==> src/rtl/wb_regfile_hilo.sv <==
// Writeback register file: 32 GPRs plus HI/LO, committed on the clock edge,
// with combinational read ports that bypass the value being written this cycle.
module wb_regfile_hilo #(
    parameter int REG_W    = 32,
    parameter int ADDR_W   = 5,
    parameter int NUM_REGS = 32
) (
    input  logic              clk,
    input  logic              rst,
    input  logic [ADDR_W-1:0] wb_wd,
    input  logic              wb_wreg,
    input  logic [REG_W-1:0]  wb_wdata,
    input  logic [REG_W-1:0]  wb_hi,
    input  logic [REG_W-1:0]  wb_lo,
    input  logic              wb_whilo,
    input  logic              re1,
    input  logic [ADDR_W-1:0] raddr1,
    output logic [REG_W-1:0]  rdata1,
    input  logic              re2,
    input  logic [ADDR_W-1:0] raddr2,
    output logic [REG_W-1:0]  rdata2,
    output logic [REG_W-1:0]  hi_o,
    output logic [REG_W-1:0]  lo_o
);

    logic [REG_W-1:0] gpr [NUM_REGS];
    logic [REG_W-1:0] hi_q;
    logic [REG_W-1:0] lo_q;

    // GPR0 is never written, so it stays at its reset value of zero.
    always_ff @(posedge clk or posedge rst) begin
        if (rst) begin
            for (int i = 0; i < NUM_REGS; i++) begin
                gpr[i] <= '0;
            end
        end else if (wb_wreg && (wb_wd != '0)) begin
            gpr[wb_wd] <= wb_wdata;
        end
    end

    always_ff @(posedge clk or posedge rst) begin
        if (rst) begin
            hi_q <= '0;
            lo_q <= '0;
        end else if (wb_whilo) begin
            hi_q <= wb_hi;
            lo_q <= wb_lo;
        end
    end

    always_comb begin
        rdata1 = '0;
        if (!rst && (raddr1 != '0) && re1) begin
            if (wb_wreg && (wb_wd == raddr1)) begin
                rdata1 = wb_wdata;
            end else begin
                rdata1 = gpr[raddr1];
            end
        end
    end

    always_comb begin
        rdata2 = '0;
        if (!rst && (raddr2 != '0) && re2) begin
            if (wb_wreg && (wb_wd == raddr2)) begin
                rdata2 = wb_wdata;
            end else begin
                rdata2 = gpr[raddr2];
            end
        end
    end

    always_comb begin
        hi_o = '0;
        lo_o = '0;
        if (!rst) begin
            hi_o = wb_whilo ? wb_hi : hi_q;
            lo_o = wb_whilo ? wb_lo : lo_q;
        end
    end

endmodule

==> config.mk <==
export PLATFORM = sky130hd
export DESIGN_NAME = wb_regfile_hilo
export DESIGN_NICKNAME = d
export VERILOG_FILES = /design/src/rtl/wb_regfile_hilo.sv
export SDC_FILE = /design/constraint.sdc
export NUM_CORES = 2
export LEC_CHECK = 0
export BUFFER_PORTS_ARGS = -buffer_cell sky130_fd_sc_hd__buf_4
export CAP_MARGIN = 5
export CORE_MARGIN = 1.5
export CORE_UTILIZATION = 55
export CTS_CLUSTER_DIAMETER = 150
export DETAILED_ROUTE_END_ITERATION = 8
export GPL_ROUTABILITY_DRIVEN = 0
export PLACE_DENSITY = 0.79
export SYNTH_ARGS = -nofsm -noshare
export SYNTH_HDL_FRONTEND = slang
export SYNTH_SLANG_ARGS = --single-unit
export TNS_END_PERCENT = 1
==> constraint.sdc <==
create_clock -name clk -period 104.8 [get_ports clk]
set_clock_uncertainty 0.2 [all_clocks]
set_input_delay 5.24 -clock clk [delete_from_list [all_inputs] [get_ports clk]]
set_output_delay 5.24 -clock clk [all_outputs]
set_load 0.01 [all_outputs]
# Yosys cells after proc, flatten, opt, wreduce, memory -nomap -nowiden
# Index checks and enable logic that the tools add are counted.
# classes
add_sub_neg,0
multipliers,0
n_div,0
order_cmp,4
eq_ne,2
shift,0
mux,17
n_bitwise,3
reduce_logical,12
# op_table
operator,n
1024-bit bitwise mux,1
32-bit two-way mux,13
32-bit binary-select mux with 5-bit select,2
32-bit demux with 5-bit select,1
6-bit greater-or-equal comparator (second input constant),3
5-bit inverter with 6-bit output,3
5-bit nonzero test,3
5-bit equality test,2
1-bit logical AND,8
6-bit by 1-bit less-than comparator with 1-bit output (second input constant),1
1-bit zero test,1
# totals
register_bits,1088
latch_bits,0
ram_bits,0
mem_bits_ro,0
input_bits,117
out_inout_bits,128
wordCells,72
mem_count,0

# Longest topological paths before layout
# logic_depth
depth_word,6
depth_mapped,9
ltp_nobuf,5

# Worst setup path after synthesis
# OpenSTA, ideal clock, no wires.
# synth_path
kind,input to output
start,input port rst
end,output port hi_o[22]
arrival_ns,39.340
required_ns,99.360
setup_slack_ns,60.020
path_stages,3
n_path_buf,1
cell_sequence,inv_1 clkbuf_1 and2_1
# synth_via
elab_chain_cells,1
# synth_lines
element,line_no,text
start: declaration,9,"input logic rst,"
32-bit two-way mux,76,if (!rst) begin
end: declaration,22,"output logic [REG_W-1:0] hi_o,"
# Every way passes these cells.

# Worst setup path in the final report
# layout_path
start,input port raddr2[4]
end,output port rdata2[30]
# layout_via
elab_chain_cells,6
elab_cells_between_ends,11
classes_between,eq/ne: 1; mux: 5; bitwise: 1; reduce/logical: 4
# layout_lines
element,line_no,text
start: declaration,20,"input logic [ADDR_W-1:0] raddr2,"
5-bit inverter with 6-bit output (not written as such),68,rdata2 = gpr[raddr2];
32-bit binary-select mux with 5-bit select,68,
32-bit two-way mux (not written as such) (2 in series),68,
32-bit two-way mux,65,if (wb_wreg && (wb_wd == raddr2)) begin
32-bit two-way mux *,64,if (!rst && (raddr2 != '0) && re2) begin
end: declaration,21,"output logic [REG_W-1:0] rdata2,"
# Mark *: on every way between the ends. The rest lies on a longest branch, timed or not. The select of a mux whose other input is x is not followed.

==> metrics list <==
- The run finished with clean final reports.
- After layout, the worst path uses between 10% and 20% of the clock period.
- The post-route netlist has between 40% and 50% of its cells at a drive strength greater than 1.
- Of the total synthesized cell area, the portion taken by XOR and XNOR cells is less than 1%.
* Internal portion of total power: 0.889 mW
- Total area of multi-input combinational cells: between 0.02 and 0.03 mm²
* Via-per-instance ratio: 7.03
* Register cell area after layout: between 0.02 and 0.03 mm²
- STA classifies the critical path startpoint as a primary input.
- From left edge to right edge, the die measures 328 µm.
- The die covers 0.108 mm².
- Clock tree buffer depth: 3
* Count of flip-flops with a built-in enable after synthesis: 0
- Class of the tightest hold or removal check: flop to flop
* Cell Area, Synth: 0.0581 mm²
- Synth Area in Adders: 0%
* Global routing usage summed across all routing layers: around 32%
- The clock drives 1088 sinks.
- The worst setup path is captured at an output pin.
- Post-Synth Simple-Gate Area: ~3.3%
- After detailed routing, the number of remaining DRC violations is 0.
- By area, the combinational part of the netlist is dominated by multiplexers.
* Antenna violations before repair: 11
- Along the worst path, the maximum fanout reaches between 40 and 50.
- During synthesis, Yosys emitted a total of 0 warnings.
- Async set-or-reset flop fraction in the synthesized netlist: 100%
- Summed over all nets, the switching power comes to 0.325 mW.
- The floorplan has ~120 rows.
- Compound-Gate Fraction of Synth Area: 6.19%
* Final-report max-slew violation count: 0
- Number of instances in the synthesized netlist: 4102
* Signal arrival time at the worst endpoint: 9.20 ns
- The number of hold buffers added after CTS was 0.
- Summed over all layers, the global routing overflow is 0.
- Multiplexer share of the synthesized area: 39.8%
- Number of stages on the worst hold path: 0
- The count of nets left with antenna violations once routing finished came out at 0.
- CTS Root Cell: sky130_fd_sc_hd__clkbuf_16
- Maximum number of pins on one net before global-route repair: 160
* Power per cell area: 18.9 mW/mm²
* Highest attainable clock frequency: just under 70 MHz
- The share of total power dissipated in sequential elements is 45.5%.
- First-pass detailed-route iteration total: 6
- For this run, the register share of the synthesized area comes to 46.9%.
- Headroom to the max-slew limit came out at 13.3%.
- Summed over all cells, the static leakage comes to 28.2 nW.
* Unrepaired setup endpoints after global routing: no
- Clock transition time at the flip-flop clock pins of the worst setup and hold paths: about 0.06 ns
* Largest voltage drop on the vdd net: about 0.015 mV
- The final layout contains routed wiring with a total length of 173000 µm.
- Number of synthesized register bits: 1088
- Portion of total power attributed to the clock network: 35.0%
- Fillers: just under 8k
- Synthesis instantiated 44 different standard cells from the library.
* First-pass GRT wire length: 259000 µm
- Synth Flop Type: sky130_fd_sc_hd__dfrtp_1
- The final number of hold-violating endpoints came to 0.
- Leading cell types by total area after synthesis: sky130_fd_sc_hd__dfrtp_1 (47%), sky130_fd_sc_hd__mux2_2 (19%), sky130_fd_sc_hd__mux4_2 (15%)
- In this run the cell area measured after placement is 0.0604 mm².
* Minimum clock period after layout: 14.64 ns
* Initial Util: 55.3%
- Finish-stage setup viols: 0
- Cell taking the most area after synthesis: sky130_fd_sc_hd__dfrtp_1
- In this run the standard cell core region covers 0.105 mm².
- STA puts the critical path data required time at 99.36 ns.
- Wire length per cell: 31.1 µm
- Number of vias after detailed routing: 39.0k
- Worst setup path class: primary input to output pin
- After clock tree synthesis, the repair step resized 0 gates.
* Synthesized netlist net count: approximately 4.2k
- Count of buffers from port buffering: 244
- Buffers inserted during clock tree synthesis total 111.
* Logic gate share of total power: between 10% and 20%
- Adding up every negative setup slack in the final design gives 0 ns.
- Mean instance size in the synthesized netlist: 14.2 µm²
- Post-CTS Repair Setup Buffers: 0
- For the worst flop-to-flop path, the logic depth is 1.
- After routing the design area is approximately 0.064 mm².
* H-Tree Level Count: 3
* DR iter-0 viols: slightly above 4k
- TritonCTS clock tree: built
- 245 I/O pins were placed.
- The later pin in the worst-skew pair is clocked with a latency of 0.71 ns.
* Via count of the first global-routing pass: 39.9k
- After the last flow step, the layout net total stands at 4180.
* Worst-margin pin slew: 1.29 ns
- Number of standard cells in the final layout excluding fillers: 5549
* Sw Share: between 20% and 30%
* Die height: 328 µm
* HPWL after DPL: 99400 µm
* Placed Cells: 5341
* Synth top area share: 46.9%
- From synthesis to final layout, the design area changed by 10.8%.
- Max-cap violations in this run came to 0.
## placed cells by master (no fill, tap or decap), drive strengths merged, types with 6 or more instances in the layout
master / Yosys / routed
xor2: 8 / 8
mux2: 1056 / 1056
clkbuf: 244 / 169
nand2: 204 / 204
a211oi: 60 / 60
nor3b: 6 / 6
dfrtp: 1088 / 1088
nor2b: 66 / 66
o21ai: 62 / 62
mux2i: 254 / 254
a311oi: 60 / 60
a221oi: 124 / 124
nor2: 25 / 25
buf: 221 / 313
inv: 3 / 7
a22oi: 66 / 66
mux4: 386 / 386
a221o: 62 / 62
and2: 64 / 64
nand3: 10 / 10
bufinv: 0 / 13
clkinv: 2 / 18
## critical path, cell delays in order
cell and delay, ns:
sky130_fd_sc_hd__buf_4 0.29, sky130_fd_sc_hd__buf_4 0.70, sky130_fd_sc_hd__inv_1 0.68, sky130_fd_sc_hd__buf_4 0.49, sky130_fd_sc_hd__a21oi_1 0.17, sky130_fd_sc_hd__o211ai_1 0.10, sky130_fd_sc_hd__o2111a_1 0.18, sky130_fd_sc_hd__nor4_1 1.05
sky130_fd_sc_hd__buf_4 0.28
## cells in the mapped netlist (8+ instances only)
cell type / count
sky130_fd_sc_hd__o21ai_0: 62
sky130_fd_sc_hd__nand2_1: 204
sky130_fd_sc_hd__xor2_1: 8
sky130_fd_sc_hd__dfrtp_1: 1088
sky130_fd_sc_hd__clkbuf_1: 244
sky130_fd_sc_hd__mux2i_1: 254
sky130_fd_sc_hd__nor2b_1: 66
sky130_fd_sc_hd__a211oi_1: 60
sky130_fd_sc_hd__mux4_2: 386
sky130_fd_sc_hd__a22oi_1: 66
sky130_fd_sc_hd__nor2_1: 23
sky130_fd_sc_hd__a221oi_1: 124
sky130_fd_sc_hd__buf_6: 19
sky130_fd_sc_hd__buf_4: 19
sky130_fd_sc_hd__buf_1: 53
sky130_fd_sc_hd__a311oi_1: 60
sky130_fd_sc_hd__buf_2: 130
sky130_fd_sc_hd__nand3_1: 9
sky130_fd_sc_hd__mux2_2: 968
sky130_fd_sc_hd__a221o_1: 62
sky130_fd_sc_hd__and2_1: 64
sky130_fd_sc_hd__mux2_1: 88
## stage by stage
step	utilization (%)	total power, mW	hold WS (ns)	setup WS [ns]
after floorplan	-	0.729	0.241	55.97
after global placement	57.5	0.779	0.176	90.26
after detailed placement	57.5	0.793	0.183	90.27
after CTS	61.3	1.21	0.197	90.25
after global routing	61.3	1.26	0.209	89.99
final	61.3	1.21	0.194	90.16
## area by class of cell
| type | instances | share of cell area [%] |
|---|---|---|
| repair buffers | 313 | 3.78 |
| clock buffers | 169 | 5.30 |
| diodes | 5 | 0.0194 |
| well taps | 1391 | 2.70 |
| clock inverters | 34 | 0.803 |
| multi-input cells | 2544 | 45.0 |
| inverters | 5 | 0.0408 |
| flip-flops and latches | 1088 | 42.3 |
## routing by layer
layer,wire length (µm),global-route usage (%),vias up,part of all wire (%)
met2,78200,49.4,2316,45
met3,19900,8.34,551,12
met4,7610,13.1,18,4.4
met5,126,0,-,0.073
met1,66900,44.3,20400,39
li1,-,-,15700,-
## state kept, by name, indices dropped and copies added (netlist names)
name,cells
gpr,1024
hi_q,32
lo_q,32
## worst paths after layout
| kind | startpoint | end | slack (ns) |
|---|---|---|---|
| max in group asynchronous | rst | gpr[405]$_DFFE_PP0P_ | 96.96 |
| min in group asynchronous | rst | gpr[251]$_DFFE_PP0P_ | 4.39 |
| min | gpr[1018]$_DFFE_PP0P_ | gpr[1018]$_DFFE_PP0P_ | 0.19 |
| min reg2reg | gpr[1018]$_DFFE_PP0P_ | gpr[1018]$_DFFE_PP0P_ | 0.19 |
| max | raddr2[4] | rdata2[30] | 90.16 |
| max reg2reg | gpr[373]$_DFFE_PP0P_ | gpr[373]$_DFFE_PP0P_ | 103.75 |
## power by group through the flow
| stage | Combinational, mW | Clock [mW] | Sequential [mW] |
|---|---|---|---|
| after detailed placement | 0.234 | 0 | 0.558 |
| after global routing | 0.253 | 0.444 | 0.563 |
| after floorplan | 0.186 | 0 | 0.543 |
| after CTS | 0.236 | 0.428 | 0.551 |
| final | 0.236 | 0.425 | 0.553 |
| after global placement | 0.228 | 0 | 0.551 |
## logic make-up after synthesis
group / Yosys count
muxes: 1696
and+or+nand+nor: 392
buffers and inverters: 470
AOI/OAI and AO/OA: 446
DFF: 1088
xor gates and xnor gates: 10
Power figures use the tool's default switching activity.
